--- config.mk ---
export PLATFORM = sky130hd
export DESIGN_NAME = spike_train_decoder
export DESIGN_NICKNAME = d
export VERILOG_FILES = /design/src/rtl/spike_train_decoder.sv
export SDC_FILE = /design/constraint.sdc
export NUM_CORES = 1
export LEC_CHECK = 0
export ABC_AREA = 0
export BUFFER_PORTS_ARGS = -buffer_cell sky130_fd_sc_hd__buf_2
export CORE_ASPECT_RATIO = 1.1
export CORE_UTILIZATION = 50
export CTS_BUF_LIST = sky130_fd_sc_hd__clkbuf_8
export CTS_CLUSTER_SIZE = 12
export DETAILED_ROUTE_END_ITERATION = 10
export GPL_TIMING_DRIVEN = 0
export HOLD_SLACK_MARGIN = 0.1
export PLACE_DENSITY = 0.66
export SYNTH_ARGS = -nofsm -noshare
export SYNTH_HDL_FRONTEND = slang
export SYNTH_SLANG_ARGS = --single-unit
--- constraint.sdc ---
create_clock -name clk -period 5.1 [get_ports clk]
set_input_delay 1.02 -clock clk [delete_from_list [all_inputs] [get_ports clk]]
set_output_delay 1.02 -clock clk [all_outputs]
set_load 0.05 [all_outputs]
--- src/rtl/spike_train_decoder.sv ---
// spike_train_decoder: hysteresis spike detector with ISI/burst tagging and an event FIFO
module spike_train_decoder #(
  parameter logic signed [7:0] THRESH_HI = 8'sd64,
  parameter logic signed [7:0] THRESH_LO = 8'sd0,
  parameter logic [15:0] BURST_ISI = 16'd8,
  parameter int FIFO_DEPTH = 4
) (
  input  logic clk,
  input  logic rst,
  input  logic [7:0] vm_in,
  input  logic vm_valid,
  output logic spike_pulse,
  output logic [15:0] spike_count,
  output logic evt_valid,
  input  logic evt_ready,
  output logic [15:0] evt_isi,
  output logic evt_first,
  output logic evt_burst,
  output logic [$clog2(FIFO_DEPTH):0] fifo_level,
  output logic overflow,
  input  logic clr_overflow
);
  localparam int AW = $clog2(FIFO_DEPTH);
  localparam int LW = AW + 1;
  typedef enum logic {ARMED, REFRACTORY} state_t;
  state_t state, state_next;
  logic spike;
  logic [15:0] isi_cnt, isi_inc;
  logic first_pending;
  logic pend_valid, pend_first, pend_burst;
  logic [15:0] pend_isi;
  logic [17:0] mem [FIFO_DEPTH];
  logic [AW-1:0] rd_ptr, wr_ptr;
  logic full, pop, push, drop;
  assign isi_inc = (isi_cnt == 16'hFFFF) ? isi_cnt : isi_cnt + 16'd1;
  assign full = fifo_level == LW'(FIFO_DEPTH);
  assign evt_valid = fifo_level != '0;
  assign pop = evt_valid & evt_ready;
  assign push = pend_valid & (~full | pop);
  assign drop = pend_valid & full & ~pop;
  assign evt_isi = evt_valid ? mem[rd_ptr][17:2] : 16'd0;
  assign evt_first = evt_valid & mem[rd_ptr][1];
  assign evt_burst = evt_valid & mem[rd_ptr][0];
  // Detector next state: spike only while armed; only accepted samples move the FSM
  always_comb begin
    state_next = state;
    spike = 1'b0;
    if (vm_valid && state == ARMED && $signed(vm_in) >= THRESH_HI) begin
      spike = 1'b1;
      state_next = REFRACTORY;
    end else if (vm_valid && state == REFRACTORY && $signed(vm_in) <= THRESH_LO) begin
      state_next = ARMED;
    end
  end
  // Detector state, ISI tracking, spike stats and the one-cycle record staging register
  always_ff @(posedge clk or posedge rst) begin
    if (rst) begin
      state <= ARMED;
      isi_cnt <= '0;
      first_pending <= 1'b1;
      spike_count <= '0;
      spike_pulse <= 1'b0;
      pend_valid <= 1'b0;
      pend_isi <= '0;
      pend_first <= 1'b0;
      pend_burst <= 1'b0;
    end else begin
      state <= state_next;
      spike_pulse <= spike;
      pend_valid <= spike;
      if (vm_valid) isi_cnt <= spike ? 16'd0 : isi_inc;
      if (spike) begin
        spike_count <= spike_count + 16'd1;
        first_pending <= 1'b0;
        pend_isi <= isi_inc;
        pend_first <= first_pending;
        pend_burst <= ~first_pending && isi_inc <= BURST_ISI;
      end
    end
  end
  // FIFO pointers, occupancy and sticky overflow (set beats clear)
  always_ff @(posedge clk or posedge rst) begin
    if (rst) begin
      rd_ptr <= '0;
      wr_ptr <= '0;
      fifo_level <= '0;
      overflow <= 1'b0;
    end else begin
      if (push) wr_ptr <= wr_ptr + 1'b1;
      if (pop) rd_ptr <= rd_ptr + 1'b1;
      fifo_level <= fifo_level + LW'(push) - LW'(pop);
      if (drop) overflow <= 1'b1;
      else if (clr_overflow) overflow <= 1'b0;
    end
  end
  // Record storage; when full with a pop, the freed head slot is the write slot
  always_ff @(posedge clk) begin
    if (push) mem[wr_ptr] <= {pend_isi, pend_first, pend_burst};
  end
endmodule

==> results by group <==
Run status
  – Status: finished clean

Synth
  – Synth top area cells: edfxtp_1 37%, dfrtp_1 26%, mux4_2 6.9%, xnor2_1 2.9%, nand2_1 2.6%
  – Average size of a mapped cell: 13.6 µm²
  – Ys Warns: 0
  – Sequential fraction of the synthesis area: 0.632
  – #FFs+latches synth: 133
  – Top-area cell type share of the netlist area: 0.370
  – Syn Nets: 451
  – Most used DFF post-synth: edfxtp_1
  – Cell taking the most area after synthesis: edfxtp_1
  – Synthesized area: 0.00584 mm²
  – Post-synth top cells: 72 x edfxtp_1, 60 x dfrtp_1, 40 x nand2_1
  – Async set or reset register ratio after synthesis: 0.459
  – Post-synth EDFFs: 72
  – Distinct cells, synth: 51
  – Count leader, synth: edfxtp_1
  – Syn Inst Count: 429

Timing
  – Measured slew at the worst slew-check pin: 0.962 ns
  – Final setup TNS: 0 ns
  – Slew Limit Fails: 0
  – RSZ-0062 raised after global routing: false
  – Highest Clock Rate: 277 MHz
  – Final period utilization: 0.707
  – Final setup vio count: 0
  – Final WS setup: 1.50 ns
  – Relative slew slack: 0.358
  – Fin. Hold Viols: 0
  – Final Critical Period: 3.60 ns
  – Final Skew: 0.00723 ns

Place
  – Setup WS pre-CTS: 1.89 ns
  – DPL Wire Length: 7520 µm
  – RePlAce Congestion: 0.850
  – Buffers on Ports: 52

Die
  – Std cell rows: 41
  – I/O pin count: 53
  – Core area: 0.0114 mm²
  – Total Die Area: 0.0121 mm²
  – Die width: 105 µm
  – Die Y: 115 µm
  – Starting Density: 0.510

Global routing
  – First-pass GRT wire length: 18100 µm
  – Largest net degree at the start of global routing: 44
  – Vias in the first global route: 3524
  – Initial antenna violation count: 0
  – Congestion Overflow GR: 0
  – Tot GR Track Use: 0.199

Job
  – Maxcap violations: 0

Detailed routing
  – DRC violations left: 0
  – WL/cell: 16.3 µm
  – Vias per cell: 5.41
  – Drt first pass iters: 4
  – Detail Route Antenna Nets: 0
  – Via count: 3584
  – DR iter-0 viols: 164
  – Total wire length: 10800 µm

Finish
  – P&R area growth vs syn: 14.5%
  – Layout net count: 523
  – Sequential Area: 0.00369 mm²
  – Multi-input logic area: 0.00200 mm²
  – Fillers: 956
  – # diodes: 0
  – Share of layout cells above drive strength 1: 0.255

Clock network
  – CTS clk-pin slew, worst paths: 0.07 ns
  – Max Root-Sink Buffers: 2
  – Hold buffers post-CTS: 0
  – Clock sinks: 133
  – Post_cts resized: 0
  – Number of setup buffers added after CTS: 0
  – CTS Buf Count: 17
  – CTS tree: done
  – Worst-Skew Late Latency: 0.43 ns
  – H-tree depth: 4
  – CTS root buffer: clkbuf_8

Worst setup path
  – CP most frequent cell: clkbuf_1
  – CP Launch Point: rd_ptr[1]
  – Critical path class: flip-flop to output pin
  – Worst Path Required: 4.08 ns
  – Crit path DAT: 2.58 ns
  – FF-to-FF path depth: 7
  – Worst reg2reg setup slack: 2.45 ns
  – Max Fanout on Critical Path: 10
  – Reg2reg start: isi_cnt[0]
  – Reg2reg end: pend_burst
  – Crit end category: output pin
  – CP Cell Sequence: clkbuf_1 -> clkbuf_1 -> mux4_2 -> and2_1 -> buf_2
  – Slowest stage cell, crit path: clkbuf_1
  – Crit-path max cell delay: 0.58 ns
  – Startpoint Class: flip-flop

Power and ir drop
  – Pleak: 2.71 nW
  – PwrDens: 517 mW/mm²
  – Peak VDD IR: 0.348 mV

Hold path
  – Hold Crit Class: flip-flop to flip-flop
  – Min-delay src: spike_count[15]
  – Worst Hold End: spike_count[15]
  – Hold Path Cell Cnt: 1
-- sequential cells by signal, summed over array words and instances (netlist names) --
register	cells
mem	72
state	1
first_pending	1
pend_isi	16
rd_ptr	2
overflow	1
pend_valid	1
spike_count	16
pend_first	1
pend_burst	1
wr_ptr	2
fifo_level	3
isi_cnt	16
-- worst max-delay path, delay by kind of cell, from the launching register on --
| kind | cells | cell delay (ns) |
|---|---|---|
| and+or+nand+nor | 1 | 0.18 |
| muxes | 1 | 0.41 |
| buffers and inverters | 3 | 1.25 |
| DFF | 1 | 0.32 |
-- kinds of logic after synthesis --
family          Yosys count  synth area share
compound gates           63            0.0708
xor+xnor                 29            0.0435
fa+ha+maj                 9            0.0206
buf+inv                  35            0.0247
flops                   133             0.632
mux                      24            0.0804
simple gates            136             0.128
-- power by group --
part           switching, mW  leakage (nW)  internal [mW]
registers              0.118          1.47           1.29
logic                  0.804          1.03          0.392
clock network          0.378         0.207          0.469
-- final cells by class --
class,instances,share of cell area
sequential,133,0.552
clock inverter,14,0.0217
inverter,13,0.00730
timing repair buffer,53,0.0419
buffer,22,0.0142
clock buffer,17,0.0350
tap,150,0.0281
multi-input combinational,261,0.300
-- per-layer routing --
metal / global-route usage / part of all wire / wire [µm] / up-vias
met5: 0 / 0 / 0 / -
met4: 0.0836 / 0.013 / 136 / 0
met3: 0.0414 / 0.033 / 356 / 11
met2: 0.329 / 0.51 / 5490 / 76
met1: 0.259 / 0.45 / 4840 / 1778
li1: - / - / - / 1719
-- placed cells by master, fill, tap and decap left out, drive strengths merged, types with 8 or more instances in the layout --
master / netlist / layout
edfxtp: 72 / 72
dfrtp: 60 / 60
buf: 7 / 60
nand2: 40 / 40
clkbuf: 15 / 32
o21ai: 27 / 27
and2: 23 / 23
nor2: 22 / 22
xnor2: 19 / 19
mux4: 18 / 18
inv: 13 / 15
nand3: 13 / 13
nand4: 12 / 12
xor2: 10 / 10
a21oi: 10 / 10
ha: 8 / 8
clkinv: 0 / 8
-- worst max path at each step --
stage,end,cells past startpoint
3_3_place_gp,isi_cnt[9],2
6_report,evt_isi[13],5
3_5_place_dp,evt_isi[13],5
4_1_cts,evt_isi[13],5
2_1_floorplan,evt_isi[10],3
5_1_grt,evt_isi[14],5
-- through the flow --
stage	utilization	instance area [µm²]	instances	total power, mW	hold slack [ns]
floorplan	-	5840	429	2.36	0.473
global placement	0.549	6280	631	2.62	0.452
detailed placement	0.551	6300	632	2.64	0.463
CTS	0.584	6680	663	3.49	0.473
global route	0.584	6680	663	3.63	0.486
finish	0.584	6680	663	3.45	0.475
Power figures use the tool's default switching activity.
